[src/rtl/instr_encoder.sv]
// RV32I instruction encoder: packs control-level fields into 32-bit words and streams them
// into instruction memory at consecutive word addresses, one cycle after each accept.
module instr_encoder #(
    parameter int unsigned IMEM_DEPTH = 256,
    parameter logic [31:0] BASE_ADDR  = 32'h0
) (
    input  logic                          clk_i,
    input  logic                          rst_i,
    input  logic                          req_valid_i,
    output logic                          req_ready_o,
    input  logic [2:0]                    req_fmt_i,
    input  logic [6:0]                    req_opcode_i,
    input  logic [4:0]                    req_rd_i,
    input  logic [4:0]                    req_rs1_i,
    input  logic [4:0]                    req_rs2_i,
    input  logic [2:0]                    req_funct3_i,
    input  logic [6:0]                    req_funct7_i,
    input  logic [31:0]                   req_imm_i,
    input  logic                          clr_i,
    output logic                          imem_we_o,
    output logic [31:0]                   imem_addr_o,
    output logic [31:0]                   imem_wdata_o,
    output logic [$clog2(IMEM_DEPTH):0]   count_o,
    output logic                          full_o,
    output logic                          err_fmt_o
);

    localparam int unsigned CntW = $clog2(IMEM_DEPTH) + 1;
    localparam logic [31:0] Nop  = 32'h0000_0013;

    typedef enum logic [1:0] {StIdle, StEmit, StFull} state_e;

    state_e            state_q;
    logic [CntW-1:0]   count_q;
    logic              full_q;
    logic              err_q;
    logic              we_q;
    logic [31:0]       addr_q;
    logic [31:0]       wdata_q;

    logic              accept;
    logic              last_slot;
    logic              fmt_bad;
    logic [31:0]       word_d;
    logic [31:0]       addr_d;

    assign req_ready_o = ~full_q & ~clr_i;
    assign accept      = req_valid_i & req_ready_o;
    assign last_slot   = (count_q == CntW'(IMEM_DEPTH - 1));
    assign addr_d      = BASE_ADDR + (32'(count_q) << 2);

    always_comb begin
        word_d  = Nop;
        fmt_bad = 1'b0;
        case (req_fmt_i)
            3'b000: word_d = {req_funct7_i, req_rs2_i, req_rs1_i, req_funct3_i, req_rd_i,
                              req_opcode_i};
            3'b001: word_d = {req_imm_i[11:0], req_rs1_i, req_funct3_i, req_rd_i,
                              req_opcode_i};
            3'b010: word_d = {req_imm_i[11:5], req_rs2_i, req_rs1_i, req_funct3_i,
                              req_imm_i[4:0], req_opcode_i};
            3'b011: word_d = {req_imm_i[12], req_imm_i[10:5], req_rs2_i, req_rs1_i,
                              req_funct3_i, req_imm_i[4:1], req_imm_i[11], req_opcode_i};
            3'b100: word_d = {req_imm_i[31:12], req_rd_i, req_opcode_i};
            3'b101: word_d = {req_imm_i[20], req_imm_i[10:1], req_imm_i[11],
                              req_imm_i[19:12], req_rd_i, req_opcode_i};
            default: begin
                word_d  = Nop;
                fmt_bad = 1'b1;
            end
        endcase
    end

    always_ff @(posedge clk_i or posedge rst_i) begin
        if (rst_i) begin
            state_q <= StIdle;
            count_q <= '0;
            full_q  <= 1'b0;
            err_q   <= 1'b0;
            we_q    <= 1'b0;
            addr_q  <= '0;
            wdata_q <= '0;
        end else begin
            we_q <= accept;
            if (clr_i) begin
                // A write registered last cycle still goes out; only the pointer resets.
                state_q <= StIdle;
                count_q <= '0;
                full_q  <= 1'b0;
            end else if (accept) begin
                addr_q  <= addr_d;
                wdata_q <= word_d;
                count_q <= count_q + 1'b1;
                if (fmt_bad) begin
                    err_q <= 1'b1;
                end
                if (last_slot) begin
                    full_q  <= 1'b1;
                    state_q <= StFull;
                end else begin
                    state_q <= StEmit;
                end
            end else if (state_q == StEmit) begin
                state_q <= StIdle;
            end
        end
    end

    assign imem_we_o    = we_q;
    assign imem_addr_o  = addr_q;
    assign imem_wdata_o = wdata_q;
    assign count_o      = count_q;
    assign full_o       = full_q;
    assign err_fmt_o    = err_q;

endmodule
[config.mk]
export PLATFORM = sky130hd
export DESIGN_NAME = instr_encoder
export DESIGN_NICKNAME = d
export VERILOG_FILES = /design/src/rtl/instr_encoder.sv
export SDC_FILE = /design/constraint.sdc
export NUM_CORES = 1
export LEC_CHECK = 0
export BUFFER_PORTS_ARGS = -buffer_cell sky130_fd_sc_hd__buf_2
export CAP_MARGIN = 25
export CORE_MARGIN = 8
export CORE_UTILIZATION = 45
export DETAILED_ROUTE_END_ITERATION = 8
export GPL_ROUTABILITY_DRIVEN = 0
export PLACE_DENSITY = 0.86
export SYNTH_ARGS = -nofsm -noshare
export SYNTH_HDL_FRONTEND = slang
export SYNTH_SLANG_ARGS = --single-unit
[constraint.sdc]
create_clock -name clk_i -period 1.7 [get_ports clk_i]
set_clock_uncertainty 0.1 [all_clocks]
set_input_delay 0.17 -clock clk_i [delete_from_list [all_inputs] [get_ports clk_i]]
set_output_delay 0.17 -clock clk_i [all_outputs]
set_load 0.1 [all_outputs]
==> results of run 1 <==
cells by family (layout without fill, tap and decap cells):
logic type / after synthesis / count (layout)
fa+ha+maj: 2 / 2
mux: 4 / 4
buf+inv: 46 / 151
xor+xnor: 4 / 4
flops: 53 / 53
compound gates: 79 / 79
simple gates: 106 / 106
other cells: 1 / 23
path summary, 6_finish.rpt:
check                           slack, ns  cells after the start          endpoint            from
worst max-delay path                 0.10                      2       req_ready_o          full_o
worst min-delay path                0.005                      2  imem_wdata_o[24]    req_rs2_i[4]
worst max register to register       0.17                      5  imem_wdata_o[22]          full_o
worst min register to register       0.37                      2    imem_addr_o[6]  imem_addr_o[6]
max in group asynchronous            0.90                      4        count_o[0]           rst_i
min in group asynchronous            0.34                      4   imem_wdata_o[3]           rst_i
layout make-up:
class	instances	area [um2]	share of cell area (%)
clock buffer	5	68.8	1.92
clock inverter	3	26.3	0.733
inverter	3	11.3	0.314
multi-input combinational	218	1250	34.9
sequential	53	1340	37.3
tap	75	93.8	2.62
timing repair buffer	140	798	22.3
flip-flops by register name, indices dropped and copies added, names as in the netlist:
signal        cells
count_o           9
err_fmt_o         1
full_o            1
imem_we_o         1
imem_wdata_o     32
imem_addr_o       9
critical path, delay by kind of cell, from the launching register on:
kind                   cells  cell delay [ns]
buffers and inverters      1             0.44
flip-flops                 1             0.45
AND/OR/NAND/NOR            1             0.12
metal layers:
metal / GRT usage, % / share of wire [%] / routed length [um] / vias to the layer above
li1: - / - / - / 1234
met1: 20.8 / 40 / 3190 / 1171
met2: 30.5 / 49 / 3920 / 116
met3: 4.13 / 8.8 / 699 / 14
met4: 5.20 / 1.8 / 147 / 0
met5: 0 / 0 / 0 / -
power groups by stage:
stage / logic, mW / clock network [mW] / registers [mW]
2_1_floorplan: 0.558 / 0 / 2.37
3_3_place_gp: 1.70 / 0 / 1.47
3_5_place_dp: 1.72 / 0 / 1.47
4_1_cts: 1.73 / 0.775 / 1.45
5_1_grt: 1.80 / 0.819 / 1.47
6_report: 1.73 / 0.752 / 1.45
through the flow:
step	util (%)	instance area, um2	hold slack, ns
global route	60.2	3580	0.00865
detailed placement	57.2	3410	0.147
finish	60.2	3580	0.00491
CTS	60.2	3580	0.00317
floorplan	-	2910	0.203
global placement	57.2	3410	0.138
cells in the final DEF (no fill, tap or decap), types with 5 or more instances in the layout:
cell / count
a21oi_1: 33
a22oi_1: 13
buf_2: 124
buf_4: 5
clkbuf_8: 5
conb_1: 23
dfrtp_1: 45
dfrtp_2: 8
dlygate4sd3_1: 8
nand2_1: 41
nand3_1: 5
nor2_1: 23
nor2b_1: 15
o21a_1: 6
o21ai_1: 5
o221ai_1: 6
==> impl_metrics.py, run 1 <==
metrics = {
    "sta": {
        "max_clock_freq_mhz": 626,
        "period_share_pct": 94.0,
        "finalMaxSlewViolations": 0,
        "worstMarginPinSlew_ns": 0.511,
        "relSlewSlack_pct": 66.2,
        "fin_setup_tns_ns": 0,
        "hold_viol": 0,
        "layout_setup_ws_ns": 0.101,
        "rsz0062_at_grt": "no",
        "finalCriticalPeriod_ns": 1.60,
        "setup_viol_count_final": 0,
    },
    "floorplanning": {
        "die_x_um": 94.8,
        "dieArea_um2": 8990,
        "ios": 148,
        "rows": 28,
        "die_h_um": 94.8,
        "coreArea_um2": 5960,
        "initial_core_util_pct": 46.9,
    },
    "logic_synthesis": {
        "yosysWarnings": 0,
        "synth-simple-area-share_pct": 18.4,
        "synth.area.top_cells": "dfrtp_1 (47%), buf_4 (7.0%), a21oi_1 (5.9%)",
        "synth-seq-area-share_pct": 47.4,
        "synthFlopType": "dfrtp_1",
        "synth_mux_area_share_pct": 1.70,
        "synth_top_area_share_pct": 47.4,
        "synth-edff-count": 0,
        "synth-xor-area-share_pct": 1.25,
        "synth_top_cell_by_area": "dfrtp_1",
        "synth_area_um2": 2800,
        "yosysMostFrequentCell": "dfrtp_1",
        "yosysUniqueCellTypes": 45,
        "async_reset_ff_share_pct": 100,
        "synthTopCellsByCount": "dfrtp_1 (53), nand2_1 (42), a21oi_1 (33), buf_4 (26), nor2_1 (23)",
        "synth_top_family_by_area": "compound AO/OA/AOI/OAI gates",
        "ys_ff_latch": 53,
        "synth_fa_ha_area_share_pct": 0.895,
        "syn_area_per_cell_um2": 9.48,
        "synth_compound_area_share_pct": 19.1,
        "synthCells": 295,
    },
    "pwr": {
        "cellLeakagePower_nw": 1.80,
        "power.density_nw_per_um2": 1100,
        "vdd_ir_drop_max_mv": 0.665,
        "seq_power_share_pct": 36.9,
        "power.share.clock_pct": 19.1,
        "p_sw_mw": 1.95,
        "total_power_mw": 3.93,
        "power_frac_comb_pct": 43.9,
        "p_int_mw": 1.98,
        "swShare_pct": 49.6,
    },
    "critical_path": {
        "slowest_delay_ns": 0.45,
        "crit_path_max_fanout": 4,
        "crit_chain": "nor2_4 -> buf_2",
        "arrival_ns": 1.33,
        "setup.worst_path.class": "flop to output pin",
        "critPathLaunchType": "flop",
        "cp-end-kind": "output pin",
        "worstPathRequired_ns": 1.43,
        "slowest_stage": "dfrtp_2",
    },
    "cts": {
        "numCtsBuffers": 5,
        "clk_pin_slew_ns": 0.10,
        "htreeDepth": 2,
        "cts-resized-gates": 0,
        "postCtsHoldBufs": 8,
        "clockBufferDepth": 2,
        "insertion_delay_ns": 0.31,
        "cts_tree": "done",
        "root_buffer": "clkbuf_8",
        "cts.sinks": 53,
        "cts_setup_buffers": 0,
    },
    "routing": {
        "first_pass_iters": 6,
        "via_count": 2535,
        "drtIter0Drc": 76,
        "drcViolationCount": 0,
        "wl_per_cell_um": 16.0,
        "viasPerCell": 5.10,
        "drt_wl_total_mm": 7.96,
        "ant_nets": 0,
    },
    "finish": {
        "nets": 494,
        "nFillCells": 526,
        "finalNonFillerCells": 497,
        "area_delta_synth_final_pct": 28.2,
        "drive_gt1_share_pct": 38.2,
        "num_antenna_cells": 0,
    },
    "place": {
        "pre_cts_ws_ns": 0.201,
        "placedCellCount": 481,
        "portBuffers": 124,
        "hpwl_mm": 6.11,
    },
    "hold_path": {
        "min_path_type": "input port to flop",
    },
    "outcome": {
        "status": "finished, final reports clean",
    },
    "global_route": {
        "grt_pass1_vias": 2643,
        "gr-total-overflow": 0,
        "grt_start_max_net_pins": 54,
        "grt.total_usage_pct": 17.5,
        "antenna_found_initial": 0,
        "grt_pass1_wl_mm": 12.6,
    },
    "run": {
        "drv_cap": 0,
    },
}
(Power assumes the default switching activity.)
==> inputs of run 2 (changes only) <==
==> constraint.sdc (replaced) <==
create_clock -name clk_i -period 1.5 [get_ports clk_i]
set_clock_uncertainty 0.1 [all_clocks]
set_input_delay 0.15 -clock clk_i [delete_from_list [all_inputs] [get_ports clk_i]]
set_output_delay 0.15 -clock clk_i [all_outputs]
set_load 0.1 [all_outputs]
==> run 2 against run 1 <==
Wire length increased by 4.7%. Highest routed layer unchanged. Design area increased by 3.1%. Clock-buffer cell count unchanged. Hold slack improved by 0.0064 ns. Critical path depth decreased by 1. Core utilization increased by 1.9 points. Sequential share of layout area decreased by 1.1 points.
==> impl_metrics.py, run 2 (same netlist as run 1, synthesis figures left out) <==
metrics = {
    "outcome": {
        "status": "finished, final reports clean",
    },
    "floorplanning": {
        "die_h_um": 94.8,
        "rows": 28,
        "ios": 148,
        "die_x_um": 94.8,
        "coreArea_um2": 5960,
        "dieArea_um2": 8990,
        "initial_core_util_pct": 46.9,
    },
    "routing": {
        "ant_nets": 0,
        "via_count": 2598,
        "wl_per_cell_um": 16.4,
        "drcViolationCount": 0,
        "drtIter0Drc": 121,
        "viasPerCell": 5.12,
        "first_pass_iters": 4,
        "drt_wl_total_mm": 8.34,
    },
    "global_route": {
        "grt.total_usage_pct": 18.0,
        "grt_start_max_net_pins": 54,
        "gr-total-overflow": 0,
        "grt_pass1_wl_mm": 12.9,
        "grt_pass1_vias": 2716,
        "antenna_found_initial": 0,
    },
    "pwr": {
        "swShare_pct": 49.6,
        "p_sw_mw": 2.23,
        "p_int_mw": 2.26,
        "cellLeakagePower_nw": 1.85,
        "power_frac_comb_pct": 44.4,
        "power.density_nw_per_um2": 1210,
        "power.share.clock_pct": 18.9,
        "total_power_mw": 4.49,
        "vdd_ir_drop_max_mv": 0.737,
        "seq_power_share_pct": 36.7,
    },
    "critical_path": {
        "crit_path_max_fanout": 7,
        "reg2reg_depth": 6,
        "slowest_stage": "buf_2",
        "setup.worst_path.class": "flop to output pin",
        "crit_chain": "buf_2",
        "arrival_ns": 1.21,
        "path_delay_family": "buffers and inverters",
        "worstPathRequired_ns": 1.25,
        "slowest_delay_ns": 0.45,
        "cp_num_buf_inv": 1,
        "cp-end-kind": "output pin",
        "critPathLaunchType": "flop",
        "rr_startpoint": "full_o",
        "worstReg2RegEnd": "imem_wdata_o[26]",
        "ff2ff_setup_slack_ns": 0.06,
    },
    "sta": {
        "finalHoldWorstSlack_ns": 0.0114,
        "fin_setup_tns_ns": 0,
        "hold_viol": 0,
        "period_share_pct": 97.3,
        "max_clock_freq_mhz": 685,
        "finalCriticalPeriod_ns": 1.46,
        "worstMarginPinSlew_ns": 0.514,
        "relSlewSlack_pct": 66.0,
        "layout_setup_ws_ns": 0.0410,
        "finalMaxSlewViolations": 0,
        "setup_viol_count_final": 0,
        "rsz0062_at_grt": "no",
    },
    "cts": {
        "insertion_delay_ns": 0.31,
        "cts.sinks": 53,
        "root_buffer": "clkbuf_8",
        "htreeDepth": 2,
        "numCtsBuffers": 5,
        "clockBufferDepth": 2,
        "clk_pin_slew_ns": 0.10,
        "cts_tree": "done",
    },
    "finish": {
        "num_antenna_cells": 0,
        "design_area_um2": 3700,
        "drive_gt1_share_pct": 39.8,
        "largest_reg_flops": 32,
        "final_common_cell": "buf_2",
        "mostFrequentLayoutCells": "buf_2 (123), dfrtp_1 (43), nand2_1 (40), a21oi_1 (33)",
        "area_delta_synth_final_pct": 32.2,
        "nets": 504,
    },
    "place": {
        "placed_area_um2": 3490,
        "portBuffers": 124,
        "pre_cts_ws_ns": 0.0532,
        "hpwl_mm": 6.38,
    },
    "hold_path": {
        "min_path_type": "input port to flop",
        "hold_depth": 3,
        "min_from": "req_opcode_i[0]",
        "holdPathEnd": "imem_wdata_o[0]",
    },
    "run": {
        "drv_cap": 0,
    },
}
[run 2: cell types whose count changed in the layout (fill, tap and decap cells not counted), sizes merged]
cell,delta
buf,+7
clkinv,+1
dlygate4sd3,+3
inv,-1
[run 2: power groups by stage]
stage	clock, mW	combinational (mW)	sequential (mW)
after floorplan	0	0.635	2.68
after global placement	0	1.95	1.66
after detailed placement	0	1.97	1.67
after CTS	0.876	2.00	1.65
after global routing	0.944	2.07	1.66
final	0.850	1.99	1.65
[run 2: metal layers]
layer	part of all wire, %	routed length [um]	track usage, %	vias up
li1	-	-	-	1244
met1	41	3390	21.6	1236
met2	51	4230	31.5	108
met3	7.1	594	3.65	10
met4	1.5	125	5.59	0
met5	0	0	0	-
[run 2: timing repair]
| item | in CTS | in global routing |
|---|---|---|
| gates resized for setup | 0 | 1 |
| hold buffers | 11 | 0 |
| buffers inserted | 0 | 0 |
| hold endpoints to repair | 64 | 0 |
| endpoints found under the setup margin | 0 | 4 |
[run 2: how the worst max path moves through the flow]
stage / startpoint / endpoint / depth (start not counted)
2_1_floorplan: full_o / imem_wdata_o[25] / 6
3_3_place_gp: full_o / imem_wdata_o[24] / 5
3_5_place_dp: full_o / imem_wdata_o[22] / 5
4_1_cts: count_o[2] / count_o[2] / 1
5_1_grt: count_o[2] / count_o[2] / 1
6_report: count_o[2] / count_o[2] / 1
[run 2: layout make-up]
type	count	area, um2
Timing Repair Buffer	150	883
Clock inverter	3	25.0
Sequential cell	53	1340
Fill cell	503	2260
Clock buffer	5	68.8
Multi-Input combinational cell	218	1270
Inverter	3	15.0
Tap cell	75	93.8
[run 2: tightest hold or removal path, cell delays in order]
cell and delay [ns]:
buf_2 0.08, a21oi_1 0.03, a21oi_1 0.12
[run 2: through the flow]
stage,util [%],std cells
after floorplan,-,317
after global placement,58.5,488
after detailed placement,58.5,488
after CTS,62.0,507
after global routing,62.1,507
final,62.1,507
